==> src/rtl/paicore_recv_pkg.sv <==
// Shared types for the PAICORE receive session controller: FSM states,
// completion status codes and a saturating increment helper.
package paicore_recv_pkg;

  localparam int unsigned STATUS_W = 3;

  typedef enum logic [2:0] {
    S_IDLE,
    S_ARM,
    S_RECV,
    S_DRAIN,
    S_DONE
  } state_t;

  localparam logic [STATUS_W-1:0] ST_NONE      = 3'd0;
  localparam logic [STATUS_W-1:0] ST_COUNT     = 3'd1;
  localparam logic [STATUS_W-1:0] ST_TIMEOUT   = 3'd2;
  localparam logic [STATUS_W-1:0] ST_ABORT     = 3'd3;
  localparam logic [STATUS_W-1:0] ST_DRAIN_ERR = 3'd4;

  function automatic logic [31:0] sat_inc32(input logic [31:0] v);
    return (v == '1) ? v : v + 32'd1;
  endfunction

endpackage

==> src/rtl/paicore_recv_sched_timer.sv <==
// Saturating cycle counter with synchronous clear, count enable and an
// equality compare against a loadable limit.
module recv_idle_timer
  import paicore_recv_pkg::*;
#(
  parameter int unsigned WIDTH = 32
) (
  input  logic             clk,
  input  logic             rst,
  input  logic             clear,
  input  logic             enable,
  input  logic [WIDTH-1:0] limit,
  output logic             hit
);

  logic [WIDTH-1:0] count;

  always_ff @(posedge clk) begin
    if (rst || clear) begin
      count <= '0;
    end else if (enable && (count != '1)) begin
      count <= count + WIDTH'(1);
    end
  end

  assign hit = (count == limit);

endmodule

==> src/rtl/paicore_recv_sched.sv <==
// Receive session controller: arms, counts join-output frames, ends on
// count/timeout/abort, drains the transport. Optional perf counters under
// PAICORE_RECV_SCHED_PERF_EN.
module paicore_recv_sched
  import paicore_recv_pkg::*;
#(
  parameter int unsigned CHANNEL   = 4,
  parameter int unsigned DRAIN_MAX = 1024
) (
  input  logic                clk,
  input  logic                rst,
  input  logic                start,
  input  logic                abort,
  input  logic [31:0]         frame_num_max,
  input  logic [31:0]         idle_timeout,
  input  logic [CHANNEL-1:0]  ch_request,
  input  logic                mon_tvalid,
  input  logic                mon_tready,
  input  logic                rx_done,
  output logic                recv_busy,
  output logic                recv_done,
  output logic                rx_rcving,
  output logic [31:0]         frame_cnt,
  output logic [STATUS_W-1:0] status,
  output logic                irq,
  output logic [31:0]         perf_cycles,
  output logic [31:0]         perf_stalls
);

  state_t               state_q, state_n;
  logic [31:0]          max_q, tmo_q;
  logic [31:0]          cnt_inc, cnt_n;
  logic [STATUS_W-1:0]  status_n;
  logic                 busy_n, done_n, rcving_n, irq_n;
  logic                 handshake, activity;
  logic                 idle_hit, drain_hit;

  assign handshake = mon_tvalid & mon_tready;
  assign activity  = handshake | (|ch_request);
  assign cnt_inc   = handshake ? sat_inc32(frame_cnt) : frame_cnt;

  recv_idle_timer #(.WIDTH(32)) u_idle_timer (
    .clk    (clk),
    .rst    (rst),
    .clear  ((state_q != S_RECV) || activity),
    .enable (state_q == S_RECV),
    .limit  (tmo_q - 32'd1),
    .hit    (idle_hit)
  );

  recv_idle_timer #(.WIDTH(32)) u_drain_timer (
    .clk    (clk),
    .rst    (rst),
    .clear  (state_q != S_DRAIN),
    .enable (state_q == S_DRAIN),
    .limit  (32'(DRAIN_MAX - 1)),
    .hit    (drain_hit)
  );

  always_comb begin
    state_n  = state_q;
    status_n = status;
    cnt_n    = frame_cnt;
    unique case (state_q)
      S_IDLE: begin
        if (start) state_n = S_ARM;
      end
      S_ARM: begin
        status_n = ST_NONE;
        cnt_n    = '0;
        state_n  = S_RECV;
      end
      S_RECV: begin
        cnt_n = cnt_inc;
        if (abort) begin
          status_n = ST_ABORT;
          state_n  = S_DRAIN;
        end else if ((max_q != '0) && handshake && (cnt_inc == max_q)) begin
          status_n = ST_COUNT;
          state_n  = S_DRAIN;
        end else if ((tmo_q != '0) && idle_hit && !activity) begin
          status_n = ST_TIMEOUT;
          state_n  = S_DRAIN;
        end
      end
      S_DRAIN: begin
        cnt_n = cnt_inc;
        if (abort) begin
          status_n = ST_ABORT;
          state_n  = S_DONE;
        end else if (rx_done) begin
          state_n  = S_DONE;
        end else if (drain_hit) begin
          status_n = ST_DRAIN_ERR;
          state_n  = S_DONE;
        end
      end
      S_DONE:  state_n = S_IDLE;
      default: state_n = S_IDLE;
    endcase
    // Outputs are decoded from the next state so the flops present them
    // in the same cycle the state register enters that state.
    busy_n   = (state_n == S_RECV);
    rcving_n = (state_n == S_RECV) || (state_n == S_DRAIN);
    done_n   = (state_n == S_DRAIN) && (state_q != S_DRAIN);
    irq_n    = (state_n == S_DONE);
  end

  always_ff @(posedge clk) begin
    if (rst) begin
      state_q   <= S_IDLE;
      max_q     <= '0;
      tmo_q     <= '0;
      frame_cnt <= '0;
      status    <= ST_NONE;
      recv_busy <= 1'b0;
      recv_done <= 1'b0;
      rx_rcving <= 1'b0;
      irq       <= 1'b0;
    end else begin
      state_q   <= state_n;
      frame_cnt <= cnt_n;
      status    <= status_n;
      recv_busy <= busy_n;
      recv_done <= done_n;
      rx_rcving <= rcving_n;
      irq       <= irq_n;
      if (state_q == S_ARM) begin
        max_q <= frame_num_max;
        tmo_q <= idle_timeout;
      end
    end
  end

`ifdef PAICORE_RECV_SCHED_PERF_EN
  logic [31:0] cyc_q, stall_q;
  logic        active;

  assign active = (state_q == S_RECV) || (state_q == S_DRAIN);

  always_ff @(posedge clk) begin
    if (rst || (state_q == S_ARM)) begin
      cyc_q   <= '0;
      stall_q <= '0;
    end else if (active) begin
      cyc_q <= sat_inc32(cyc_q);
      if (mon_tvalid && !mon_tready) stall_q <= sat_inc32(stall_q);
    end
  end

  assign perf_cycles = cyc_q;
  assign perf_stalls = stall_q;
`else
  assign perf_cycles = '0;
  assign perf_stalls = '0;
`endif

endmodule

==> config.mk <==
export PLATFORM = sky130hd
export DESIGN_NAME = paicore_recv_sched
export DESIGN_NICKNAME = d
export VERILOG_FILES = /design/src/rtl/paicore_recv_pkg.sv /design/src/rtl/paicore_recv_sched_timer.sv /design/src/rtl/paicore_recv_sched.sv
export SDC_FILE = /design/constraint.sdc
export NUM_CORES = 1
export LEC_CHECK = 0
export ABC_AREA = 1
export BUFFER_PORTS_ARGS = -buffer_cell sky130_fd_sc_hd__buf_2
export CORE_ASPECT_RATIO = 1.1
export CORE_MARGIN = 3
export CORE_UTILIZATION = 40
export DETAILED_ROUTE_END_ITERATION = 12
export PLACE_DENSITY_LB_ADDON = 0.15
export SLEW_MARGIN = 10
export SYNTH_ARGS = -nofsm -noshare
export SYNTH_HDL_FRONTEND = slang
export SYNTH_HIERARCHICAL = 1
export SYNTH_SLANG_ARGS = --single-unit
==> constraint.sdc <==
create_clock -name clk -period 3 [get_ports clk]
set_input_delay 0.3 -clock clk [delete_from_list [all_inputs] [get_ports clk]]
set_output_delay 0.3 -clock clk [all_outputs]
set_load 0.05 [all_outputs]
---- After elaboration in Yosys (flattened, before gate mapping) ----
Index checks and enable logic that the tools add are counted.
storage, ports and cells
  register bits ........................... 170
  input port bits ......................... 75
  output and inout port bits .............. 103
  word-level logic and storage cells ...... 72
cells by class
  $add $sub $neg .......................... 4
  eq/ne operators ......................... 17
  muxes and demuxes ....................... 18
  bitwise logic cells ..................... 2
  reduce and logical (&&, ||, !) cells .... 20
operators by type and width
  cell                   number
  $add 32x1->32 const B  3
  $eq 32x32->1           2
  $mux 32                2
  $ne 32x32->1 const B   2
  $pmux 32 s2            1
  $reduce_bool 32->1     2
  $mux 3                 13
  $eq 32x10->1 const B   1
  $eq 32x32->1 const B   1
  $sub 32x1->32 const B  1
  $eq 3x2->1 const B     4
  $pmux 3 s4             1
  $pmux 3 s3             1
  $logic_and 1x1->1      7
  $ne 3x2->1 const B     2
  $ne 3x3->1 const B     2
  $logic_or 1x1->1       4
  $ne 4x4->1 const B     1
  $reduce_and 4->1       1
  $reduce_or 4->1        1
  $eq 3x1->1 const B     1
  $eq 3x3->1 const B     1
  $logic_not 3->1        1
  $reduce_bool 3->1      1
  other kinds (5)        5

---- Depth between registers and ports, before layout ----
Gate-level depths: netlist (run 1).
  word-level depth ........................ 10
  mapped depth ............................ 24
  depth with buffers taken out ............ 24

---- Cells and area by module ----
The synthesis (run 1) kept the hierarchy.
by module, submodules not included
  module              instances  cells each  area an instance (sq um)  seq. area each (sq um)
  paicore_recv_sched  1          1159        7214.4                    2122.0
  recv_idle_timer     2          367         2417.3                    640.6

---- Least setup slack after synthesis (run 1) ----
No wires, ideal clock.
  path type ............................... register -> register
  start point ............................. register tmo_q[0]
  end point ............................... register status[2]
  library setup time ...................... 117 ps
  arrival ................................. 3022 ps
  data required time ...................... 2883 ps
  path slack .............................. -139 ps
  cell stages (with the launch flop) ...... 24
  path buffers ............................ 0
  period minus slack after synthesis ...... 3139 ps
  path through ............................ dfxtp_1 -> inv_1 -> ha_1 -> nand2_1 -> nor3_1 -> nand3_1 -> nor2_1 -> nand2_1 -> nor4_1 -> nand4_1 -> nor4_1 -> xor2_1 -> xnor2_1 -> nand4_1 -> nor2_1 -> nand2_1 -> nor2_1 -> o211ai_1 -> nand2_1 -> inv_1 -> nand3_2 -> nand3_1 -> nand2_1 -> nor2_1
on the way
  word-level cells in the longest chain between the ends .. 6
  elaborated cells on any way between the ends .. 7
  those cells by class .................... 1 x add/sub; 2 x eq/ne; 4 x reduce/logical
RTL lines
  what                               RTL line                        RTL
  from (decl)                        paicore_recv_sched.sv:31        logic [31:0] max_q, tmo_q;
  from (signal assigned)             paicore_recv_sched.sv:130       tmo_q <= idle_timeout;
  $sub 32x1->32                      paicore_recv_sched.sv:47        .limit (tmo_q - 32'd1),
  $eq 32x32->1                       paicore_recv_sched_timer.sv:26  assign hit = (count == limit);
  named net idle_hit                 paicore_recv_sched.sv:36        logic idle_hit, drain_hit;
  $logic_and 1x1->1 (2 in series)    paicore_recv_sched.sv:81        end else if ((tmo_q != '0) && idle_hit && !activity) begin
  $ne 4x4->1 (no source line)        --
  $reduce_and 4->1 (no source line)  --
  to (signal assigned)               paicore_recv_sched.sv:123       status <= status_n;
  to (decl)                          paicore_recv_sched.sv:24        output logic [STATUS_W-1:0] status,
The timed path passes the listed nets, and every way through them passes these cells.
A chain may end at the register's enable or synchronous reset.

---- Worst setup path after layout (run 1) ----
  start point ............................. register tmo_q[2]
  end point ............................... register status[2]
Same word-level chain as after synthesis.

==> results of run 1 <==
Yosys cell counts (2+ instances only):
cell	count
and3_1	2
dfxtp_1	170
or2_2	8
nor2_1	302
conb_1	2
nor2b_1	2
nor3_1	21
nor2_4	19
nand2_4	8
nand3_2	28
xor2_1	24
nand3b_4	2
buf_4	69
a311oi_1	2
buf_6	14
nand2_1	455
nand3b_1	3
nor3_2	3
o21ai_0	78
a21oi_1	127
nand4_1	58
buf_1	3
and2_1	2
xnor2_1	66
buf_2	7
nor4_1	4
nand3_1	168
nand4_2	4
inv_2	2
inv_1	154
ha_1	4
nand2_2	11
a31oi_1	12
nor2_2	20
clkbuf_1	31
cell type report:
type                    count  area (um^2)  area share, %
multi-input cells        1540         7786          54.82
inverters                 156        585.6          4.123
flip-flops and latches    170         3418          24.07
clock buffers              20        456.7          3.215
well taps                 374        467.9          3.295
clock inverters            12        140.1         0.9866
repair buffers            214         1349          9.496
timing repair:
item / in CTS / in global routing
endpoints found under the setup margin: 6 / 6
setup buffers: 10 / 5
pin swaps: 16 / 6
gates resized for setup: 35 / 12
cells in the final DEF, fill, tap and decap left out, drive strengths merged, types with 3 or more instances in the layout:
cell type,instances
nand2,474
nor2,341
buf,214
nand3,196
dfxtp,170
inv,159
a21oi,127
conb,99
o21ai,79
xnor2,66
nand4,62
nor3,25
xor2,24
clkbuf,20
a31oi,12
or2,8
nand3b,6
clkinv,5
ha,4
nor4,4
and2,3
worst reg2reg max path: stages, from the launching register on:
cell      delay [ns]
dfxtp_4         0.37
nor2_4          0.08
nand2_2         0.08
nor3_4          0.19
nand3_2         0.12
nor3_4          0.16
inv_1           0.07
nor2_2          0.14
and3_4          0.22
nand2_4         0.07
nor3_4          0.15
nand3_2         0.11
xor2_2          0.16
xnor2_1         0.15
nand4_1         0.12
nor2_1          0.10
nand2_1         0.06
nor2_1          0.13
o211ai_1        0.13
nand2_1         0.14
inv_2           0.05
nand3_4         0.09
nand3_1         0.07
nand2_1         0.09
nor2_1          0.05
state kept, by name, summed over array words and instances (netlist names):
signal,count
frame_cnt,32
max_q,32
tmo_q,32
u_drain_timer/count,32
u_idle_timer/count,32
state_q,3
status,3
irq,1
recv_busy,1
recv_done,1
rx_rcving,1
metal layers:
| metal | track usage [%] | part of all wire [%] | up-vias |
|---|---|---|---|
| met3 | 2.804 | 4.0 | 48 |
| li1 | - | - | 6392 |
| met1 | 30.53 | 45 | 5718 |
| met5 | 0 | 0 | - |
| met2 | 40.51 | 49 | 317 |
| met4 | 5.913 | 1.7 | 0 |
kinds of logic (layout without fill, tap and decap cells):
| logic type | count (synthesis) | in the layout | share of synthesized area, % |
|---|---|---|---|
| buf+inv | 280 | 402 | 11.82 |
| other cells | 2 | 99 | 0.06233 |
| xor+xnor | 90 | 90 | 6.542 |
| compound gates | 222 | 222 | 9.460 |
| simple gates | 1125 | 1125 | 43.46 |
| fa+ha+maj | 4 | 4 | 0.4154 |
| flops | 170 | 170 | 28.25 |
stage by stage:
stage	util, %	power [mW]	std cells
final	47.91	6.352	2486
after global routing	47.91	6.678	2486
after floorplan	-	3.606	1990
after detailed placement	44.87	3.981	2439
after CTS	47.59	6.370	2481
after global placement	44.87	3.972	2439
power groups by stage:
stage / logic (mW) / registers [mW] / clock network (mW)
floorplan: 1.07 / 2.54 / 0
global placement: 1.46 / 2.51 / 0
detailed placement: 1.47 / 2.51 / 0
CTS: 1.56 / 2.46 / 2.34
global route: 1.77 / 2.48 / 2.43
finish: 1.60 / 2.47 / 2.28
worst max-delay path by stage:
stage / to / slack (ns)
6_report: status[2]$_SDFFE_PP0P_ / -0.22
5_1_grt: status[2]$_SDFFE_PP0P_ / -0.41
4_1_cts: status[2]$_SDFFE_PP0P_ / -0.28
3_5_place_dp: status[2]$_SDFFE_PP0P_ / -0.45
3_3_place_gp: status[2]$_SDFFE_PP0P_ / -0.37
2_1_floorplan: status[2]$_SDFFE_PP0P_ / 0.03
==> results.sh, run 1 <==
export IMPL_core_um2=29650
export IMPL_drt_total_wl_mm=37.54
export IMPL_cp_depth=24
export IMPL_cts_sinks=170
export IMPL_r2r_start="tmo_q[2]$_SDFFE_PP0P_"
export IMPL_synth_top_area_share_pct=28.25
export IMPL_track_usage_pct=23.31
export IMPL_place_area_um2=13300
export IMPL_fin_crit_sh_pct=107.3
export IMPL_synthArstFlopShare_pct=0
export IMPL_ys_warn_count=6
export IMPL_cts_hold_buf=0
export IMPL_fmax_ghz=0.3108
export IMPL_crit_type="flip-flop to flip-flop"
export IMPL_slowest_delay_ns=0.37
export IMPL_die_width_um=171.5
export IMPL_arrival_ns=3.54
export IMPL_start_kind="flip-flop"
export IMPL_ant_nets=0
export IMPL_fin_crit_ns=3.218
export IMPL_diodes=0
export IMPL_dieArea_um2=32240
export IMPL_combPwrFrac_pct=25.2
export IMPL_tightestPinTransition_ns=0.7433
export IMPL_io_pins=178
export IMPL_status="finished, violations left"
export IMPL_min_path_cells=3
export IMPL_min_from="idle_timeout[17]"
export IMPL_report_final_slew_viol_count=0
export IMPL_ff2ff_setup_slack_ns=-0.22
export IMPL_synth_area_leaders="dfxtp_1, nand2_1, nor2_1"
export IMPL_syn_area_um2=12050
export IMPL_cts_buffer_depth=2
export IMPL_cts_clk_slew_worst_paths_ns=0.07
export IMPL_synthCells=1893
export IMPL_yosysTopAreaCell="dfxtp_1"
export IMPL_final_area_um2=14200
export IMPL_start_util_pct=40.64
export IMPL_hold_path_end="tmo_q[17]$_SDFFE_PP0P_"
export IMPL_hold_viol=0
export IMPL_dp_hpwl_mm=28.90
export IMPL_slew_limit_headroom_pct=50.45
export IMPL_cp_end_kind="flip-flop"
export IMPL_cp_required_ns=3.33
export IMPL_num_vias=12480
export IMPL_maxCapViolCount=0
export IMPL_synth_area_per_cell_um2=6.365
export IMPL_critPathLaunch="tmo_q[2]$_SDFFE_PP0P_"
export IMPL_cts_root_buf="clkbuf_16"
export IMPL_critPathSlowestCell="dfxtp_4"
export IMPL_wl_per_cell_um=15.10
export IMPL_ir_worst_vdd_uv=342.3
export IMPL_io_buffers=113
export IMPL_synth_edf_count=0
export IMPL_switching_share_pct=33.38
export IMPL_grt_max_degree=49
export IMPL_via_per_inst=5.018
export IMPL_p_seq_share_pct=38.9
export IMPL_switchingPower_mw=2.121
export IMPL_num_fill_cells=3153
export IMPL_gp_congestion=0.9094
export IMPL_nets=2178
export IMPL_cp_cell_sequence="nor2_4 -> nand2_2 -> nor3_4 -> nand3_2 -> nor3_4 -> inv_1 -> nor2_2 -> and3_4 -> nand2_4 -> nor3_4 -> nand3_2 -> xor2_2 -> xnor2_1 -> nand4_1 -> nor2_1 -> nand2_1 -> nor2_1 -> o211ai_1 -> nand2_1 -> inv_2 -> nand3_4 -> nand3_1 -> nand2_1 -> nor2_1"
export IMPL_synth_seq_area_share_pct=28.25
export IMPL_power_share_clock_pct=35.9
export IMPL_cts_tree="done"
export IMPL_die_h_um=188.0
export IMPL_drc=0
export IMPL_whs_ns=0.1112
export IMPL_p_int_mw=4.232
export IMPL_h_tree_depth=4
export IMPL_failed_checks="negative setup slack"
export IMPL_r2r_end="status[2]$_SDFFE_PP0P_"
export IMPL_rsz0062_at_grt="yes"
export IMPL_drt_iter0_drc=754
export IMPL_cp_top_family="simple AND/OR/NAND/NOR gates"
export IMPL_setup_violations_final=6
export IMPL_power_leakage_nw=5.719
export IMPL_preCtsSetupSlack_ns=-0.4454
export IMPL_crit_fanout=5
export IMPL_grt_first_pass_wirelength_mm=60.24
export IMPL_syn_to_final_growth_pct=17.88
export IMPL_powerDensity_nw_per_um2=447.2
export IMPL_insertion_delay_ns=0.45
export IMPL_tns_ns=-1.036
export IMPL_grt_pass1_vias=11720
export IMPL_drive_gt1_share_pct=18.56
export IMPL_cts_made_buffers=17
export IMPL_critPathBufInv=2
export IMPL_worst_slack_ns=-0.2175
export IMPL_overflow=0
export IMPL_dr_pass1_iters=6
export IMPL_ys_ff_latch=170
export IMPL_synth_distinct_cells=43
export IMPL_reg2regPathDepth=24
export IMPL_ys_flop_type="dfxtp_1"
export IMPL_num_rows=66
export IMPL_skew_ns=0.02177
export IMPL_antenna_found_initial=0
export IMPL_hp_class="input port to flip-flop"
Note: power is estimated with default switching activity, not from simulation.
==> run 2, diff against run 1 <==
SYNTH_HIERARCHICAL = default   (was 1)
==> run 2 against run 1 <==
Net effect: the flow now finishes without violations; die area shrank 7.3%; core utilization shrank 0.88 points; register-to-register slack gained 0.45 ns; combinational power grew 4%; via count shrank 8.7%; maximum frequency grew 16%; setup slack gained 0.45 ns; sequential cell count is the same; non-clock buffer count shrank 47; cell count shrank 8.4%; largest cell class unchanged; highest routed layer unchanged.
==> results.sh, run 2 <==
export IMPL_status="finished clean"
export IMPL_num_vias=11390
export IMPL_cts_made_buffers=17
export IMPL_h_tree_depth=4
export IMPL_via_per_inst=5.001
export IMPL_num_rows=63
export IMPL_io_buffers=113
export IMPL_start_util_pct=40.95
export IMPL_dieArea_um2=29880
export IMPL_synth_area_per_cell_um2=6.306
export IMPL_switchingPower_mw=2.294
export IMPL_track_usage_pct=23.31
export IMPL_tns_ns=0
export IMPL_crit_end="recv_busy$_SDFF_PP0_"
export IMPL_drive_gt1_share_pct=14.69
export IMPL_fin_util_pct=47.03
export IMPL_overflow=0
export IMPL_wl_per_cell_um=15.53
export IMPL_synth_commonest_cells="nand2_1, nor2_1, inv_1"
export IMPL_drt_total_wl_mm=35.35
export IMPL_synthArstFlopShare_pct=0
export IMPL_start_kind="flip-flop"
export IMPL_ys_warn_count=0
export IMPL_hp_class="input port to flip-flop"
export IMPL_syn_area_um2=11140
export IMPL_min_from="idle_timeout[21]"
export IMPL_synth_distinct_cells=48
export IMPL_cts_clk_slew_worst_paths_ns=0.08
export IMPL_synth_area_leaders="dfxtp_1, nand2_1, nor2_1"
export IMPL_fin_crit_sh_pct=92.23
export IMPL_crit_fanout=14
export IMPL_grt_max_degree=49
export IMPL_nets=1987
export IMPL_critPathLaunch="frame_cnt[6]$_SDFFE_PP0P_"
export IMPL_cts_sinks=170
export IMPL_worst_slack_ns=0.2330
export IMPL_r2r_start="frame_cnt[6]$_SDFFE_PP0P_"
export IMPL_skew_ns=0.01848
export IMPL_combPwrFrac_pct=25.8
export IMPL_insertion_delay_ns=0.44
export IMPL_crit_type="flip-flop to flip-flop"
export IMPL_num_fill_cells=2955
export IMPL_syn_to_final_growth_pct=14.85
export IMPL_seq_area_um2=3410
export IMPL_io_pins=178
export IMPL_grt_pass1_vias=10820
export IMPL_setup_violations_final=0
export IMPL_r2r_end="recv_busy$_SDFF_PP0_"
export IMPL_cts_buffer_depth=2
export IMPL_synth_seq_area_share_pct=30.56
export IMPL_most_common_layout_cells="nand2_1, nor2_1, inv_1"
export IMPL_final_common_cell="nand2_1"
export IMPL_ant_nets=0
export IMPL_dr_pass1_iters=5
export IMPL_multiInputGateArea_um2=6584
export IMPL_p_seq_share_pct=38.7
export IMPL_die_width_um=165.1
export IMPL_fin_crit_ns=2.767
export IMPL_arrival_ns=3.06
export IMPL_place_area_um2=12080
export IMPL_placedCellCount=2235
export IMPL_drc=0
export IMPL_cts_root_buf="clkbuf_16"
export IMPL_ff2ff_setup_slack_ns=0.23
export IMPL_ir_worst_vdd_uv=298.3
export IMPL_powerDensity_nw_per_um2=503.8
export IMPL_synth_edf_count=0
export IMPL_synthCells=1766
export IMPL_maxCapViolCount=0
export IMPL_grt_first_pass_wirelength_mm=55.37
export IMPL_gp_congestion=1.003
export IMPL_whs_ns=0.1172
export IMPL_hold_viol=0
export IMPL_report_final_slew_viol_count=0
export IMPL_fin_cells=2277
export IMPL_p_int_mw=4.150
export IMPL_cts_tree="done"
export IMPL_power_share_clock_pct=35.5
export IMPL_final_area_um2=12790
export IMPL_diodes=0
export IMPL_ys_ff_latch=170
export IMPL_dp_hpwl_mm=28.01
export IMPL_cp_required_ns=3.30
export IMPL_core_um2=27190
export IMPL_ys_flop_type="dfxtp_1"
export IMPL_fmax_ghz=0.3614
export IMPL_power_leakage_nw=5.256
export IMPL_p_total_mw=6.444
export IMPL_synth_top_area_share_pct=30.56
export IMPL_drt_iter0_drc=845
export IMPL_preCtsSetupSlack_ns=0.06544
export IMPL_tightestPinTransition_ns=0.6353
export IMPL_cp_end_kind="flip-flop"
export IMPL_synth_most_common_cell="nand2_1"
export IMPL_slew_limit_headroom_pct=57.60
export IMPL_antenna_found_initial=0
export IMPL_reg2regPathDepth=17
export IMPL_die_h_um=181.0
export IMPL_rsz0062_at_grt="no"
export IMPL_switching_share_pct=35.59
export IMPL_yosysTopAreaCell="dfxtp_1"
export IMPL_cts_hold_buf=0
==> run 2: changes by cell type after synthesis, sizes merged, moves of 10 or more <==
cell	previous run	this run
a31oi	12	2
buf	93	73
inv	156	202
nand2	474	420
nand3	196	135
nand4	62	42
nor2	341	266
nor3	25	38
nor4	4	19
o21ai	79	109
xnor2	66	21
xor2	24	50
==> run 2: worst max-delay path: stages, from the launching register on <==
cell and delay, ns:
dfxtp_1 0.42, nand2_1 0.17, nor2_4 0.16, nand2_4 0.10, nor2_8 0.17, nand3_4 0.20
nand3_2 0.16, nand3_1 0.08, nand2_1 0.19, nand3_1 0.10, nor2_1 0.23, nand2_1 0.10
nor2_2 0.11, nand2_2 0.10, nand3_1 0.09, nand2_1 0.08, nand3_1 0.11, nor2_1 0.04
==> run 2: layout make-up <==
class | count | area share, %
well taps | 357 | 3.492
repair buffers | 167 | 7.786
flip-flops and latches | 170 | 26.66
clock inverters | 12 | 1.066
inverters | 203 | 5.957
multi-input cells | 1348 | 51.47
clock buffers | 20 | 3.570
==> run 2: cell families (layout without fill, tap and decap cells) <==
family                     Yosys count  after routing  share of synthesized area (%)
other                                1             64                        0.03367
DFF                                170            170                          30.56
and+or+nand+nor                    955            955                          38.60
adders and majority gates            5              5                         0.5617
AOI/OAI and AO/OA                  252            252                          11.58
buffers and inverters              311            402                          12.87
xor gates and xnor gates            72             72                          5.786
==> run 2: timing repair <==
item | in CTS | in global routing
gates resized for setup | 0 | 14
setup buffers | 0 | 10
hold endpoints to repair | 0 | 0
endpoints found under the setup margin | 0 | 6
==> run 2: worst min path at each step <==
| stage | endpoint | slack [ns] | cells after the start |
|---|---|---|---|
| floorplan | u_drain_timer.count[4]$_SDFFE_PP0P_ | 0.44 | 2 |
| detailed placement | u_drain_timer.count[4]$_SDFFE_PP0P_ | 0.46 | 2 |
| global route | max_q[15]$_SDFFE_PP0P_ | 0.13 | 3 |
| finish | tmo_q[21]$_SDFFE_PP0P_ | 0.12 | 3 |
| global placement | u_drain_timer.count[4]$_SDFFE_PP0P_ | 0.46 | 2 |
| CTS | tmo_q[21]$_SDFFE_PP0P_ | 0.11 | 3 |
==> run 2: power groups by stage <==
stage | registers (mW) | logic [mW] | clock network, mW
6_report | 2.49 | 1.66 | 2.29
5_1_grt | 2.50 | 1.86 | 2.40
4_1_cts | 2.49 | 1.64 | 2.32
3_5_place_dp | 2.54 | 1.63 | 0
3_3_place_gp | 2.54 | 1.63 | 0
2_1_floorplan | 2.56 | 1.22 | 0
==> run 2: metal layers <==
metal | share of wire [%] | GRT usage (%) | vias to the layer above
li1 | - | - | 5844
met1 | 44 | 29.69 | 5139
met2 | 47 | 39.49 | 337
met3 | 5.7 | 3.669 | 67
met4 | 3.2 | 8.456 | 0
met5 | 0 | 0 | -
